[config.mk]
export PLATFORM = sky130hd
export DESIGN_NAME = irq_trap_ctrl_flat
export DESIGN_NICKNAME = d
export VERILOG_FILES = /design/src/rtl/irq_trap_ctrl_if.sv /design/src/rtl/irq_trap_ctrl.sv /design/src/flat_wrapper.sv
export SDC_FILE = /design/constraint.sdc
export NUM_CORES = 1
export LEC_CHECK = 0
export ABC_AREA = 1
export CAP_MARGIN = 20
export CORE_MARGIN = 1
export CORE_UTILIZATION = 25
export DETAILED_ROUTE_END_ITERATION = 12
export PLACE_DENSITY_LB_ADDON = 0.25
export SLEW_MARGIN = 10
export SYNTH_ARGS = -nofsm -noshare
export SYNTH_HDL_FRONTEND = slang
export SYNTH_SLANG_ARGS = --single-unit
[constraint.sdc]
create_clock -name clk -period 3.3 [get_ports clk]
set_input_delay 0.66 -clock clk [delete_from_list [all_inputs] [get_ports clk]]
set_output_delay 0.66 -clock clk [all_outputs]
set_load 0.05 [all_outputs]
[src/rtl/irq_trap_ctrl_if.sv]
// irq_trap_ctrl_if: signal bundle between pipeline/CSR file and the trap sequencer
// Pipeline/CSR side (master) drives:
//   interrupt, stall, exe_valid, exe_pc, exe_mret, exe_wfi,
//   csr_mstatus_mie, csr_mstatus_mpie, csr_mie_meie, csr_mepc
// Sequencer side (slave) drives:
//   mip_meip, redirect, redirect_pc, flush, mepc_we, mepc_wdata,
//   mstatus_we, mstatus_mie_nx, mstatus_mpie_nx, sleep
interface irq_trap_ctrl_if #(parameter int DATA_W = 32);
  logic interrupt, stall, exe_valid, exe_mret, exe_wfi;
  logic csr_mstatus_mie, csr_mstatus_mpie, csr_mie_meie;
  logic [DATA_W-1:0] exe_pc, csr_mepc, redirect_pc, mepc_wdata;
  logic mip_meip, redirect, flush, mepc_we, mstatus_we;
  logic mstatus_mie_nx, mstatus_mpie_nx, sleep;
  modport master (
    output interrupt, stall, exe_valid, exe_pc, exe_mret, exe_wfi,
           csr_mstatus_mie, csr_mstatus_mpie, csr_mie_meie, csr_mepc,
    input  mip_meip, redirect, redirect_pc, flush, mepc_we, mepc_wdata,
           mstatus_we, mstatus_mie_nx, mstatus_mpie_nx, sleep
  );
  modport slave (
    input  interrupt, stall, exe_valid, exe_pc, exe_mret, exe_wfi,
           csr_mstatus_mie, csr_mstatus_mpie, csr_mie_meie, csr_mepc,
    output mip_meip, redirect, redirect_pc, flush, mepc_we, mepc_wdata,
           mstatus_we, mstatus_mie_nx, mstatus_mpie_nx, sleep
  );
endinterface

[src/rtl/irq_trap_ctrl.sv]
// irq_trap_ctrl: machine-mode trap sequencer for interrupt entry, MRET and WFI
// Ports:
//   clk  clock
//   rst  asynchronous active-high reset
//   bus  irq_trap_ctrl_if.slave: EXE instruction + CSR state in,
//        synchronised mip_meip, PC redirect/flush and CSR update pulses out
// All outputs are registered: a decision on cycle N is visible on cycle N+1.
module irq_trap_ctrl #(
  parameter int DATA_W = 32,
  parameter logic [DATA_W-1:0] MTVEC_BASE = 32'h1000_0000,
  parameter int SYNC_STAGES = 2
) (
  input logic clk,
  input logic rst,
  irq_trap_ctrl_if.slave bus
);
  typedef enum logic [1:0] {IDLE, ENTER, RETURN, SLEEP} state_t;
  typedef struct packed {
    logic redirect;
    logic [DATA_W-1:0] redirect_pc;
    logic flush;
    logic mepc_we;
    logic [DATA_W-1:0] mepc_wdata;
    logic mstatus_we;
    logic mie_nx;
    logic mpie_nx;
    logic sleep;
  } out_t;
  state_t state_q, state_d;
  logic [SYNC_STAGES-1:0] sync_q;
  logic [DATA_W-1:0] epc_q, epc_d;
  out_t out_q, out_d;
  logic pending, take, decide;
  assign pending = sync_q[SYNC_STAGES-1] & bus.csr_mie_meie;
  assign take = pending & bus.csr_mstatus_mie;
  // the EXE instruction is being killed while our own flush is visible
  assign decide = !bus.stall & bus.exe_valid & !out_q.flush;
  always_comb begin
    state_d = state_q;
    epc_d = epc_q;
    out_d = '0;
    case (state_q)
      IDLE: if (decide) begin
        if (take) begin
          state_d = ENTER;
          epc_d = bus.exe_pc;
        end else if (bus.exe_mret) begin
          state_d = RETURN;
          out_d.redirect = 1'b1;
          out_d.redirect_pc = bus.csr_mepc;
          out_d.flush = 1'b1;
          out_d.mstatus_we = 1'b1;
          out_d.mie_nx = bus.csr_mstatus_mpie;
          out_d.mpie_nx = 1'b1;
        end else if (bus.exe_wfi && !pending) begin
          state_d = SLEEP;
          epc_d = bus.exe_pc + DATA_W'(4);
          out_d.sleep = 1'b1;
        end
      end
      ENTER, RETURN: if (bus.stall) begin
        out_d = out_q;
        out_d.mepc_we = 1'b0;
        out_d.mstatus_we = 1'b0;
      end else state_d = IDLE;
      SLEEP: if (!pending) out_d.sleep = 1'b1;
      else if (take) state_d = ENTER;
      else begin
        state_d = IDLE;
        out_d.redirect = 1'b1;
        out_d.redirect_pc = epc_q;
        out_d.flush = 1'b1;
      end
    endcase
    // first ENTER cycle, whether from IDLE or waking from SLEEP
    if (state_d == ENTER && state_q != ENTER) begin
      out_d = '0;
      out_d.redirect = 1'b1;
      out_d.redirect_pc = MTVEC_BASE;
      out_d.flush = 1'b1;
      out_d.mepc_we = 1'b1;
      out_d.mepc_wdata = epc_d;
      out_d.mstatus_we = 1'b1;
      out_d.mpie_nx = bus.csr_mstatus_mie;
    end
  end
  always_ff @(posedge clk or posedge rst) begin
    if (rst) begin
      state_q <= IDLE;
      sync_q <= '0;
      epc_q <= '0;
      out_q <= '0;
    end else begin
      state_q <= state_d;
      sync_q <= {sync_q[SYNC_STAGES-2:0], bus.interrupt};
      epc_q <= epc_d;
      out_q <= out_d;
    end
  end
  assign bus.mip_meip = sync_q[SYNC_STAGES-1];
  assign bus.redirect = out_q.redirect;
  assign bus.redirect_pc = out_q.redirect_pc;
  assign bus.flush = out_q.flush;
  assign bus.mepc_we = out_q.mepc_we;
  assign bus.mepc_wdata = out_q.mepc_wdata;
  assign bus.mstatus_we = out_q.mstatus_we;
  assign bus.mstatus_mie_nx = out_q.mie_nx;
  assign bus.mstatus_mpie_nx = out_q.mpie_nx;
  assign bus.sleep = out_q.sleep;
endmodule

[src/flat_wrapper.sv]
// flat-port wrapper written by rule: the top's interface ports become plain ports
module irq_trap_ctrl_flat 
#(
  parameter int DATA_W = 32,
  parameter logic [DATA_W-1:0] MTVEC_BASE = 32'h1000_0000,
  parameter int SYNC_STAGES = 2
)
  (clk, rst, bus_interrupt, bus_stall, bus_exe_valid, bus_exe_pc, bus_exe_mret, bus_exe_wfi, bus_csr_mstatus_mie, bus_csr_mstatus_mpie, bus_csr_mie_meie, bus_csr_mepc, bus_mip_meip, bus_redirect, bus_redirect_pc, bus_flush, bus_mepc_we, bus_mepc_wdata, bus_mstatus_we, bus_mstatus_mie_nx, bus_mstatus_mpie_nx, bus_sleep);
  irq_trap_ctrl_if #(.DATA_W(DATA_W)) bus_i ();
  input logic clk;
  input logic rst;
  input wire logic [$bits(bus_i.interrupt)-1:0] bus_interrupt;
  input wire logic [$bits(bus_i.stall)-1:0] bus_stall;
  input wire logic [$bits(bus_i.exe_valid)-1:0] bus_exe_valid;
  input wire logic [$bits(bus_i.exe_pc)-1:0] bus_exe_pc;
  input wire logic [$bits(bus_i.exe_mret)-1:0] bus_exe_mret;
  input wire logic [$bits(bus_i.exe_wfi)-1:0] bus_exe_wfi;
  input wire logic [$bits(bus_i.csr_mstatus_mie)-1:0] bus_csr_mstatus_mie;
  input wire logic [$bits(bus_i.csr_mstatus_mpie)-1:0] bus_csr_mstatus_mpie;
  input wire logic [$bits(bus_i.csr_mie_meie)-1:0] bus_csr_mie_meie;
  input wire logic [$bits(bus_i.csr_mepc)-1:0] bus_csr_mepc;
  output wire logic [$bits(bus_i.mip_meip)-1:0] bus_mip_meip;
  output wire logic [$bits(bus_i.redirect)-1:0] bus_redirect;
  output wire logic [$bits(bus_i.redirect_pc)-1:0] bus_redirect_pc;
  output wire logic [$bits(bus_i.flush)-1:0] bus_flush;
  output wire logic [$bits(bus_i.mepc_we)-1:0] bus_mepc_we;
  output wire logic [$bits(bus_i.mepc_wdata)-1:0] bus_mepc_wdata;
  output wire logic [$bits(bus_i.mstatus_we)-1:0] bus_mstatus_we;
  output wire logic [$bits(bus_i.mstatus_mie_nx)-1:0] bus_mstatus_mie_nx;
  output wire logic [$bits(bus_i.mstatus_mpie_nx)-1:0] bus_mstatus_mpie_nx;
  output wire logic [$bits(bus_i.sleep)-1:0] bus_sleep;
  assign bus_i.interrupt = bus_interrupt;
  assign bus_i.stall = bus_stall;
  assign bus_i.exe_valid = bus_exe_valid;
  assign bus_i.exe_pc = bus_exe_pc;
  assign bus_i.exe_mret = bus_exe_mret;
  assign bus_i.exe_wfi = bus_exe_wfi;
  assign bus_i.csr_mstatus_mie = bus_csr_mstatus_mie;
  assign bus_i.csr_mstatus_mpie = bus_csr_mstatus_mpie;
  assign bus_i.csr_mie_meie = bus_csr_mie_meie;
  assign bus_i.csr_mepc = bus_csr_mepc;
  assign bus_mip_meip = bus_i.mip_meip;
  assign bus_redirect = bus_i.redirect;
  assign bus_redirect_pc = bus_i.redirect_pc;
  assign bus_flush = bus_i.flush;
  assign bus_mepc_we = bus_i.mepc_we;
  assign bus_mepc_wdata = bus_i.mepc_wdata;
  assign bus_mstatus_we = bus_i.mstatus_we;
  assign bus_mstatus_mie_nx = bus_i.mstatus_mie_nx;
  assign bus_mstatus_mpie_nx = bus_i.mstatus_mpie_nx;
  assign bus_sleep = bus_i.sleep;
  irq_trap_ctrl #(.DATA_W(DATA_W), .MTVEC_BASE(MTVEC_BASE), .SYNC_STAGES(SYNC_STAGES)) u_core (.clk(clk), .rst(rst), .bus(bus_i));
endmodule
==> results.json, run 1 <==
{
  "drt_wl_total_mm": 18.77,
  "register_area_um2": 2653,
  "grt_pass1_vias": 5170,
  "crit_chain": "clkdlybuf4s50_1 > nand2_2 > inv_2 > nand2_4 > nand2_2 > nand2_1 > nand3_1 > nand3b_2 > nor2_8 > buf_4 > a21oi_1 > nand2_1",
  "nets": 947,
  "vias": 5276,
  "async_reset_ff_frac": 1.000,
  "overflow": 0,
  "status": "completed",
  "hp-class": "reg -> reg",
  "post-route-period-util": 0.7090,
  "placed_area_um2": 7249,
  "gp_congestion": 0.8735,
  "setup_viol": 0,
  "grt_usage": 0.1719,
  "cts.clk_slew.worst_paths_ns": 0.07,
  "placementRows": 53,
  "post_cts_resized": 0,
  "post_cts_buffers": 0,
  "yosysWarnings": 0,
  "die_y_um": 150.5,
  "clk_latency_ns": 0.35,
  "drtIter0Drc": 350,
  "internal_power_uw": 3504,
  "nFillCells": 2249,
  "dr.pass1.iters": 6,
  "cp_max_fo": 29,
  "cpPeakStageDelay_ns": 0.47,
  "p_leak_uw": 0.003565,
  "cp-end-kind": "flop",
  "synth.distinct_cells": 35,
  "core_area_um2": 21290,
  "area_growth_pct": 36.96,
  "synth_edf_count": 0,
  "slowest_stage": "clkdlybuf4s50_1",
  "synth.avg_cell_area_um2": 7.529,
  "cts.sinks": 106,
  "antenna_cells": 0,
  "syn-cell-area_um2": 5512,
  "cp_num_buf_inv": 3,
  "worst_pin_slew_ns": 0.6273,
  "root_buffer": "clkbuf_16",
  "p_sw_frac": 0.4812,
  "ys_seq_area_frac": 0.4813,
  "final_hold_viol_count": 0,
  "antenna_found_initial": 0,
  "syn_inst": 732,
  "die_area_um2": 22640,
  "crit_type": "in -> reg",
  "cts_made_buffers": 9,
  "drive_gt1_frac": 0.05721,
  "pwr_density_cell_nw_per_um2": 894.9,
  "multi_input_area_um2": 2432,
  "grt_max_degree": 107,
  "place_inst": 1133,
  "place_hpwl_mm": 14.05,
  "layout_common_cells": "258 x nand2_1, 145 x clkdlybuf4s50_1, 106 x dfrtp_1",
  "cts_tree": "yes",
  "setup-tns-final_ns": 0,
  "critical_path.top_delay_family": "simple AND/OR/NAND/NOR gates",
  "relSlewSlack": 0.5818,
  "cp_data_arrival_time_ns": 2.62,
  "clkPwrFrac": 0.161,
  "ir_worst_vdd_mv": 0.2856,
  "start_util": 0.2589,
  "startpoint_type": "input port",
  "synthesis.nets": 810,
  "cp_data_required_time_ns": 3.58,
  "drtAntennaViolNets": 0,
  "rsz0062_at_grt": "false",
  "io_buffers": 145,
  "final_cell_count_no_fill": 1149,
  "clockBufferDepth": 2,
  "synthFlopType": "dfrtp_1",
  "fin_area_um2": 7548,
  "fin_skew_ns": 0.01158,
  "yosys_register_bits": 106,
  "htreeDepth": 3,
  "slew_violations": 0,
  "final_common_cell": "nand2_1",
  "die_w_um": 150.5,
  "wire_per_inst_um": 16.33,
  "timing.fmax_mhz": 427.4,
  "power_frac_comb": 0.529,
  "cap_viol_max_count": 0,
  "period_needed_ns": 2.340,
  "power_switching_uw": 3251,
  "viasPerCell": 4.592,
  "pin_count": 146,
  "drc": 0,
  "power.share.sequential": 0.310,
  "grt_first_pass_wirelength_mm": 28.99,
  "postCtsHoldBufs": 0
}
stage by stage:
stage / util / worst slack [ns] / power (µW) / hold WS [ns]
2_1_floorplan: - / 1.343 / 4533 / 0.3312
3_3_place_gp: 0.3406 / 0.5999 / 5720 / 0.3331
3_5_place_dp: 0.3406 / 0.5921 / 5735 / 0.3355
4_1_cts: 0.3546 / 0.9405 / 6846 / 0.3620
5_1_grt: 0.3546 / 0.7905 / 7230 / 0.3718
6_report: 0.3546 / 0.9602 / 6755 / 0.3618
cell type report:
cell class	count	area share
multi-input cells	530	0.3222
well taps	275	0.04558
clock inverters	4	0.004310
flip-flops and latches	106	0.3514
repair buffers	158	0.2085
inverters	64	0.03265
clock buffers	12	0.03531
power groups by stage:
stage	combinational (µW)	clock, µW	sequential (µW)
after global placement	3600	0	2120
after detailed placement	3620	0	2120
after global routing	3910	1170	2150
after CTS	3630	1120	2100
final	3570	1090	2090
after floorplan	1570	0	2960
kinds of logic (layout without fill, tap and decap cells):
group / count (synthesis) / in the layout / share of synthesized area
adder cells (fa/ha/maj): 4 / 4 / 0.009081
AND/OR/NAND/NOR: 436 / 436 / 0.3380
AO/OA/AOI/OAI: 89 / 89 / 0.09217
XOR/XNOR: 1 / 1 / 0.001589
flip-flops: 106 / 106 / 0.4813
buffers and inverters: 96 / 238 / 0.07787
cell usage after synthesis (all sizes together) (2+ instances only):
library cell / number / share of area
a21oi: 21 / 0.021
buf: 21 / 0.026
clkbuf: 11 / 0.0075
dfrtp: 106 / 0.48
ha: 4 / 0.0091
inv: 63 / 0.043
nand2: 264 / 0.18
nand3: 71 / 0.064
nand3b: 3 / 0.0048
nand4: 7 / 0.0079
nor2: 69 / 0.056
nor3: 21 / 0.021
o211ai: 6 / 0.0091
o21ai: 45 / 0.041
o21bai: 3 / 0.0041
o221ai: 2 / 0.0032
o22ai: 10 / 0.011
sequential cells by signal, indices dropped and copies added, names as in the netlist, 2 cells and up:
register / count
u_core.bus.mepc_wdata: 32
u_core.bus.redirect_pc: 32
u_core.epc_q: 32
u_core.state_q: 2
u_core.sync_q: 2
worst paths after layout:
kind / start / endpoint / slack [ns] / depth (start not counted)
max in group asynchronous: rst / u_core.epc_q[16] / 2.02 / 3
min in group asynchronous: rst / u_core.bus.redirect_pc[24] / 0.83 / 3
max: bus_csr_mie_meie / u_core.bus.flush / 0.96 / 12
min: u_core.sync_q[0] / u_core.sync_q[1] / 0.36 / 0
max reg2reg: u_core.state_q[0] / u_core.bus.mepc_wdata[26] / 1.12 / 10
min reg2reg: u_core.sync_q[0] / u_core.sync_q[1] / 0.36 / 0
metal layers:
| layer | global-route usage | vias to the layer above | part of all wire |
|---|---|---|---|
| li1 | - | 2623 | - |
| met1 | 0.2474 | 2488 | 0.49 |
| met2 | 0.2613 | 146 | 0.44 |
| met3 | 0.02697 | 19 | 0.050 |
| met4 | 0.05505 | 0 | 0.016 |
| met5 | 0 | - | 0 |
Power figures use the tool's default switching activity.
==> run 2, diff against run 1 <==
clock period = 1.9 ns   (was 3.3 ns; I/O delays follow)
==> run 2 against run 1 <==
First-iteration DRC count decreased by 9.4%. Sequential power up 75%. Utilization increased by 5.2 points. Hold slack lost 0.0065 ns. Final area up 15%. Register-to-register slack got worse by 1.1 ns. Combinational power increased by 120%. Via count is 9.5% higher. Critical path type is now reg -> reg. Highest routed layer is now met5.
==> results.json, run 2 (synthesis results as in run 1) <==
{
  "cts_tree": "yes",
  "grt_first_pass_wirelength_mm": 30.57,
  "die_area_um2": 22640,
  "pwr_density_cell_nw_per_um2": 1557,
  "io_buffers": 145,
  "drt_wl_total_mm": 20.94,
  "r2r_cells": 9,
  "antenna_cells": 0,
  "post-route-period-util": 0.9920,
  "cp_data_required_time_ns": 2.15,
  "hp-class": "in -> async",
  "drtIter0Drc": 317,
  "die_w_um": 150.5,
  "vias": 5777,
  "grt_pass1_vias": 5472,
  "cp-end-kind": "flop",
  "timing.fmax_mhz": 530.6,
  "grt_usage": 0.1813,
  "power_frac_comb": 0.586,
  "htreeDepth": 3,
  "pin_count": 146,
  "crit_path_end": "u_core.bus.redirect_pc[5]",
  "crit_type": "reg -> reg",
  "cts_made_buffers": 9,
  "drc": 0,
  "core_area_um2": 21290,
  "grt_max_degree": 67,
  "grt.busiest_layer": "met2",
  "grtUsageMet1": 0.2568,
  "ir_worst_vdd_mv": 0.6146,
  "dr.pass1.iters": 5,
  "cp_max_fo": 8,
  "finalPower_uw": 13470,
  "power_switching_uw": 6389,
  "setup_viol": 0,
  "startpoint_type": "flop",
  "clk_latency_ns": 0.36,
  "worstReg2RegStart": "u_core.state_q[0]",
  "cap_viol_max_count": 0,
  "clkPwrFrac": 0.143,
  "rsz0062_at_grt": "true",
  "placementRows": 53,
  "slew_violations": 0,
  "cts.clk_slew.worst_paths_ns": 0.08,
  "drive_gt1_frac": 0.2675,
  "ff2ff_setup_slack_ns": 0.02,
  "worst_pin_slew_ns": 0.4921,
  "postCtsHoldBufs": 0,
  "wire_per_inst_um": 16.65,
  "nets": 1056,
  "area_growth_pct": 57.00,
  "relSlewSlack": 0.6709,
  "final_hold_viol_count": 0,
  "period_needed_ns": 1.885,
  "place_hpwl_mm": 15.10,
  "p_sw_frac": 0.4742,
  "p_leak_uw": 0.004423,
  "fin_ws_ns": 0.01524,
  "drtAntennaViolNets": 0,
  "viasPerCell": 4.592,
  "antenna_found_initial": 1,
  "post-place-ws_ns": -0.4496,
  "grtUsageMet2": 0.2813,
  "status": "completed",
  "internal_power_uw": 7085,
  "cp_data_arrival_time_ns": 2.14,
  "fin_skew_ns": 0.009043,
  "overflow": 0,
  "final_common_cell": "nand2_1",
  "grt_use_met3": 0.03000,
  "reg2reg_to": "u_core.bus.redirect_pc[5]",
  "clockBufferDepth": 2,
  "cts.sinks": 106,
  "gp_congestion": 0.9002,
  "start_util": 0.2589,
  "die_y_um": 150.5,
  "layout_common_cells": "247 x nand2_1, 165 x buf_4, 105 x dfrtp_1",
  "root_buffer": "clkbuf_16",
  "power.share.sequential": 0.271,
  "worstSetupStartpoint": "u_core.state_q[0]"
}
[run 2: layout make-up]
| cell class | count | area [µm²] |
|---|---|---|
| Fill cell | 2188 | 12630 |
| Timing Repair Buffer | 266 | 2504 |
| Tap cell | 275 | 344.1 |
| Clock buffer | 11 | 252.7 |
| Clock inverter | 5 | 43.79 |
| Multi-Input combinational cell | 531 | 2609 |
| Inverter | 64 | 246.5 |
| Sequential cell | 106 | 2654 |
[run 2: how the worst min path moves through the flow]
stage	from	end	slack, ns	depth (start not counted)
3_3_place_gp	u_core.sync_q[0]	u_core.sync_q[1]	0.33	0
6_report	rst	u_core.bus.redirect_pc[23]	0.36	2
5_1_grt	u_core.sync_q[0]	u_core.sync_q[1]	0.37	0
4_1_cts	u_core.sync_q[0]	u_core.sync_q[1]	0.36	0
3_5_place_dp	u_core.sync_q[0]	u_core.sync_q[1]	0.34	0
2_1_floorplan	u_core.sync_q[0]	u_core.sync_q[1]	0.33	0
[run 2: worst max-delay path: stages, from the launching register on]
cell and delay [ns]:
dfrtp_1 0.36, buf_4 0.13, ha_2 0.22, nand3_2 0.12
o211ai_4 0.12, nand3b_4 0.13, nor2_8 0.25, buf_12 0.20
clkbuf_16 0.17, nor2_1 0.05
[run 2: power by group through the flow]
stage	combinational [µW]	sequential, µW	clock [µW]
2_1_floorplan	2720	5150	0
3_3_place_gp	6510	3690	0
3_5_place_dp	6560	3680	0
4_1_cts	6760	3650	1960
5_1_grt	8470	3740	2040
6_report	7900	3650	1930
[run 2: per-stage QoR]
stage	hold slack (ns)	area [µm²]	instances	TNS, ns	utilization
after floorplan	0.3311	5517	732	0	-
after global placement	0.3328	7884	1225	-30.17	0.3704
after detailed placement	0.3369	7884	1225	-31.83	0.3704
after CTS	0.3642	8227	1245	-0.01335	0.3865
after global routing	0.3673	8653	1258	-1.470	0.4065
final	0.3553	8653	1258	0	0.4065
[run 2: layer usage]
metal  vias to the layer above  share of wire
li1                       2853              -
met1                      2732           0.46
met2                       169           0.47
met3                        21          0.055
met4                         2          0.014
met5                         -        0.00057
[run 2: repair_timing]
| item | 4_1_cts | 5_1_grt |
|---|---|---|
| cloned | 1 | 7 |
| gates resized for setup | 9 | 54 |
| setup buffers | 3 | 6 |
| setup endpoints to repair | 39 | 77 |
| pin swaps | 1 | 24 |
